==> src/rtl/sync_fifo_pkg.sv <==
// rtl/sync_fifo_pkg.sv - default geometry shared by the fifo and stack blocks
package sync_fifo_pkg;
  localparam int DEF_MEMWIDTH  = 4;
  localparam int DEF_ADDRWIDTH = 3;
  localparam int DEF_MEMDEPTH  = 2 ** DEF_ADDRWIDTH;
endpackage

==> src/rtl/fifo_mem.sv <==
// rtl/fifo_mem.sv - simple dual-port register array, sync write and sync read, no reset
import sync_fifo_pkg::*;

module fifo_mem #(
  parameter int MEMWIDTH  = DEF_MEMWIDTH,
  parameter int ADDRWIDTH = DEF_ADDRWIDTH
) (
  input  logic                 clk,
  input  logic                 wr_en,
  input  logic [ADDRWIDTH-1:0] wr_addr,
  input  logic [MEMWIDTH-1:0]  wr_data,
  input  logic                 rd_en,
  input  logic [ADDRWIDTH-1:0] rd_addr,
  output logic [MEMWIDTH-1:0]  rd_data
);
  logic [MEMWIDTH-1:0] mem [2**ADDRWIDTH];

  // Same-address read and write returns the old word, which a full fifo relies on.
  always_ff @(posedge clk) begin
    if (wr_en) mem[wr_addr] <= wr_data;
    if (rd_en) rd_data <= mem[rd_addr];
  end
endmodule

==> src/rtl/sync_fifo.sv <==
// rtl/sync_fifo.sv - single-clock fifo with registered flags, occupancy and sticky errors
import sync_fifo_pkg::*;

module sync_fifo #(
  parameter int MEMWIDTH  = DEF_MEMWIDTH,
  parameter int MEMDEPTH  = DEF_MEMDEPTH,
  parameter int ADDRWIDTH = DEF_ADDRWIDTH
) (
  input  logic                 clk,
  input  logic                 rst,
  input  logic                 wrEn,
  input  logic                 rdEn,
  input  logic [MEMWIDTH-1:0]  dataIn,
  output logic [MEMWIDTH-1:0]  dataOut,
  output logic                 dataValid,
  output logic                 full,
  output logic                 empty,
  output logic [ADDRWIDTH:0]   count,
  output logic                 overflow,
  output logic                 underflow
);
  logic [ADDRWIDTH:0]  wr_ptr, rd_ptr, count_nxt;
  logic                wr_acc, rd_acc, out_zero;
  logic [MEMWIDTH-1:0] mem_rd_data;

  assign rd_acc    = rdEn && !empty;
  assign wr_acc    = wrEn && (!full || rd_acc);
  assign count_nxt = count + (ADDRWIDTH+1)'(wr_acc) - (ADDRWIDTH+1)'(rd_acc);

  fifo_mem #(.MEMWIDTH(MEMWIDTH), .ADDRWIDTH(ADDRWIDTH)) u_mem (
    .clk     (clk),
    .wr_en   (wr_acc && rst),
    .wr_addr (wr_ptr[ADDRWIDTH-1:0]),
    .wr_data (dataIn),
    .rd_en   (rd_acc && rst),
    .rd_addr (rd_ptr[ADDRWIDTH-1:0]),
    .rd_data (mem_rd_data)
  );

  // The array has no reset, so the output reads as zero until the first read after reset.
  assign dataOut = out_zero ? '0 : mem_rd_data;

  always_ff @(posedge clk) begin
    if (!rst) begin
      wr_ptr    <= '0;
      rd_ptr    <= '0;
      count     <= '0;
      empty     <= 1'b1;
      full      <= 1'b0;
      dataValid <= 1'b0;
      overflow  <= 1'b0;
      underflow <= 1'b0;
      out_zero  <= 1'b1;
    end else begin
      if (wr_acc) wr_ptr <= wr_ptr + 1'b1;
      if (rd_acc) begin
        rd_ptr   <= rd_ptr + 1'b1;
        out_zero <= 1'b0;
      end
      count     <= count_nxt;
      empty     <= (count_nxt == '0);
      full      <= (count_nxt == (ADDRWIDTH+1)'(MEMDEPTH));
      dataValid <= rd_acc;
      if (wrEn && full && !rd_acc) overflow <= 1'b1;
      if (rdEn && empty) underflow <= 1'b1;
    end
  end
endmodule

==> config.mk <==
export PLATFORM = sky130hd
export DESIGN_NAME = sync_fifo
export DESIGN_NICKNAME = d
export VERILOG_FILES = /design/src/rtl/sync_fifo_pkg.sv /design/src/rtl/fifo_mem.sv /design/src/rtl/sync_fifo.sv
export SDC_FILE = /design/constraint.sdc
export NUM_CORES = 1
export LEC_CHECK = 0
export BUFFER_PORTS_ARGS = -buffer_cell sky130_fd_sc_hd__buf_2
export CAP_MARGIN = 20
export CORE_ASPECT_RATIO = 0.8
export CORE_MARGIN = 5
export CORE_UTILIZATION = 50
export CTS_CLUSTER_SIZE = 40
export DETAILED_ROUTE_END_ITERATION = 12
export GPL_TIMING_DRIVEN = 0
export PLACE_DENSITY = 0.69
export SETUP_SLACK_MARGIN = 0.1
export SYNTH_ARGS = -nofsm -noshare
export SYNTH_HDL_FRONTEND = slang
export SYNTH_SLANG_ARGS = --single-unit
export TNS_END_PERCENT = 5
==> constraint.sdc <==
create_clock -name clk -period 5.71 [get_ports clk]
set_input_delay 0.2855 -clock clk [delete_from_list [all_inputs] [get_ports clk]]
set_output_delay 0.2855 -clock clk [all_outputs]
set_load 0.01 [all_outputs]
==> results <==
- The mean routed wirelength per cell is ~15 um.
- The standard cell core area is ~0.0042 mm2.
- Setup repair after global routing left no endpoint under its margin.
- The number of vias after detailed routing is about 1,100.
- In the routed layout, each cell is associated on average with a via count of 5.108.
- Detailed placement finished with a half-perimeter wire length of approximately 2600 um.
- The share of the yosys chip area belonging to registers is 65.65%.
- At the pin with the least slew margin, the transition time is ~630 ps.
- Clock-pin slew was measured on the worst setup and hold paths at 90 ps.
- The area share of fa/ha/maj cells after synthesis is 4.455%.
- The setup path with the least slack is of type flop to flop.
- The total DRC errors in the routed layout is 0.
- The synthesized design contains 36 enable-type register cells.
- After routing, the total negative slack on setup checks comes to 0 ps.
- The die covers 0.005684 mm2.
- For this run, the share of the core covered by cells in the final layout is 57.69%.
- The total wire length is about 3300 um.
- The share of synthesized area spent on multiplexers is around an eighth.
- The most instantiated flip-flop cell in the synthesis netlist is edfxtp_1.
- For this run, the post-layout net count is between 150 and 200.
- The growth of design area from synthesis to finish is 12.19%.
- The total inserted antenna cells is 0.
- The clock tree root buffer cell is clkbuf_8.
- The final worst clock skew is ~8.4 ps.
- The synthesized netlist cell count is 137.
- The CTS tree is done.
- A synthesized cell averages 15.58 um2.
- The main combinational cell family by area after synthesis is multiplexers.
- The overall power after layout is 957.7 uW.
- For this run, the top clock speed supported by timing is 369.9 MHz.
- The initial utilization of the core area, before any placement, comes to 51.42%.
- The largest driver fanout on the critical path is 6.
- After Yosys synthesis, XOR and XNOR cells account for under 10% of the synthesized area.
- For this run the aggregate overflow at the end of global routing stands at 0.
- At the worst endpoint, the arrival time is 2900 ps.
- The maximum buffer depth of the clock tree is 2.
- The synthesized design spends more area on one cell type than any other, namely edfxtp_1.
- The headroom to the max-slew limit is 57.45%.
- The die is 83.05 um wide.
- Of all flip-flops after synthesis, the portion carrying an async set or reset was 0%.
- The area share of and/or/nand/nor cells after synthesis is 9.672%.
- The final number of hold-violating endpoints is 0.
- Clock tree synthesis inserted a total of 5 buffers.
- The synthesized net count is ~150.
- The clock insertion delay at the later pin of the skew report is 300 ps.
- The final clock period utilization by the worst path is a little under half.
- The number of antenna violations at the first check in global routing is 0.
- The power density normalized to cell area is 399.9 mW/mm2.
- For this design, the sink count on the clock tree is 52.
- Global routing used 13.18% of the available tracks.
- The number of setup buffers added after CTS is 0.
- Ranked by total cell area, the synthesized netlist is headed by edfxtp_1, dfxtp_1, mux4_1.
- In this run the biggest area consumer among cell types represents about half of the synthesized area.
- In this run the remaining antenna-violating nets after routing total 0.
- The first global-routing pass estimated approximately 5700 um of wire.
- The maximum ir drop on the vdd rail is between 0.2 and 0.25 mV.
- In this run the vertical extent of the chip is 68.44 um.
- The violation count after the first detailed-routing iteration is 82.
- Row generation in the floorplan step produced 21 rows.
- The worst path in the final design needs a cycle of between 2000 and 3000 ps, including I/O delays and setup.
- The min-delay analysis places its worst path in the category input pin to flop.
- In this run the static leakage power is 0.8919 nW.
- The number of pins exceeding their max-slew limit in the final report is 0.
- The run finished with clean final reports.
- The number of global-route vias before repair is 1,172.
- The count of unique library cells instantiated by Yosys is 26.
- The first-pass iteration count of the detailed router is 4.
- The post-synthesis instance area is 0.002135 mm2.
- The library cells used most frequently in the layout, excluding fill and tap cells, are edfxtp_1, buf_2, dfxtp_1.
- The hold-fix buffer count after cts is 0.
- The fraction of the mapped netlist area in compound gates is about 2.4%.
- The largest net degree at the start of global routing is 17.
- The total of max-cap violations is 0.
- The endpoint kind of the worst setup timing path is a flop.
- After synthesis the netlist holds a flip-flop and latch count of 52.
- The number of H-tree levels is 2.
- The worst setup path is launched from a flop.
- The count of buffers added on input and output ports is 20.
- The final weighted congestion of routability-driven global placement is 0.7610.
- 21 I/O pins were placed.
- Hold timing on the final database bottoms out at a slack of 246.3 ps.
- Setup violations remaining at the end of the flow were counted as 0.
- During synthesis, Yosys emitted a total of 0 warnings.
- In this run, post-CTS repair resized a total of 0 instances.
- Cells with a size suffix above 1 make up 20.00% of the layout.
- Leaving out fill and tap cells, the most frequent cell in the layout is edfxtp_1.
- The endpoint required time on the critical path is 5900 ps.
-- kinds of logic (layout without fill, tap and decap cells) --
group / Yosys count / after routing
fa+ha+maj: 7 / 7
flops: 52 / 52
xor+xnor: 6 / 6
buf+inv: 12 / 40
simple gates: 39 / 39
mux: 14 / 14
compound gates: 7 / 7
-- report_power, final --
group	total [mW]	internal (mW)	switching, mW
sequential	0.481	0.451	0.0302
combinational	0.272	0.132	0.141
clock	0.204	0.0873	0.117
total	0.958	0.670	0.288
-- area by class of cell --
| class | count | area [um2] |
|---|---|---|
| Clock buffer | 6 | 72.57 |
| Buffer | 4 | 22.52 |
| Timing Repair Buffer | 20 | 100.1 |
| Inverter | 8 | 30.03 |
| Fill cell | 357 | 1757 |
| Sequential cell | 52 | 1401 |
| Tap cell | 57 | 71.32 |
| Multi-Input combinational cell | 73 | 680.7 |
| Clock inverter | 2 | 16.27 |
-- final timing paths --
check | start | slack, ps | end | cells past startpoint
setup / recovery | empty | 3010 | empty | 10
hold / removal | dataIn[3] | 250 | u_mem.mem[0][3] | 1
hold reg to reg | underflow | 500 | underflow | 2
setup reg to reg | empty | 3010 | empty | 10
-- synthesized netlist by cell type (2+ instances only) --
cell,instances
xnor2_1,5
and2_1,8
nor3_1,7
ha_1,6
nand2b_1,3
a21oi_1,2
dfxtp_1,16
mux2i_1,2
mux2_2,4
nor2b_1,8
edfxtp_1,36
inv_1,8
clkbuf_1,3
nor2_1,2
mux4_1,8
nand2_1,9
-- sequential cells by signal, indices dropped and copies added, names as in the netlist --
signal,cells
underflow,1
rd_ptr,3
empty,1
count,4
overflow,1
u_mem.rd_data,4
wr_ptr,3
dataValid,1
full,1
out_zero,1
u_mem.mem,32
-- critical path: stages, from the launching register on --
cell and delay [ps]:
dfxtp_1 330, nand2b_1 280, a21boi_2 360, inv_1 90
ha_1 290, inv_1 60, ha_1 160, inv_1 60
fa_1 490, inv_1 70, o41ai_1 390
-- metrics by stage --
step / setup slack (ps) / area, um2 / std cells
2_1_floorplan: 3345 / 2135 / 137
3_3_place_gp: 3120 / 2306 / 214
3_5_place_dp: 3059 / 2306 / 214
4_1_cts: 3013 / 2395 / 222
5_1_grt: 2867 / 2395 / 222
6_report: 3007 / 2395 / 222
-- layer usage --
layer | wire (um) | GRT usage [%] | vias to the layer above
li1 | - | - | 561
met5 | 0 | 0 | -
met4 | 38 | 4.898 | 0
met1 | 1525 | 16.85 | 543
met3 | 161 | 3.610 | 5
met2 | 1620 | 21.90 | 25
Power figures use the tool's default switching activity.
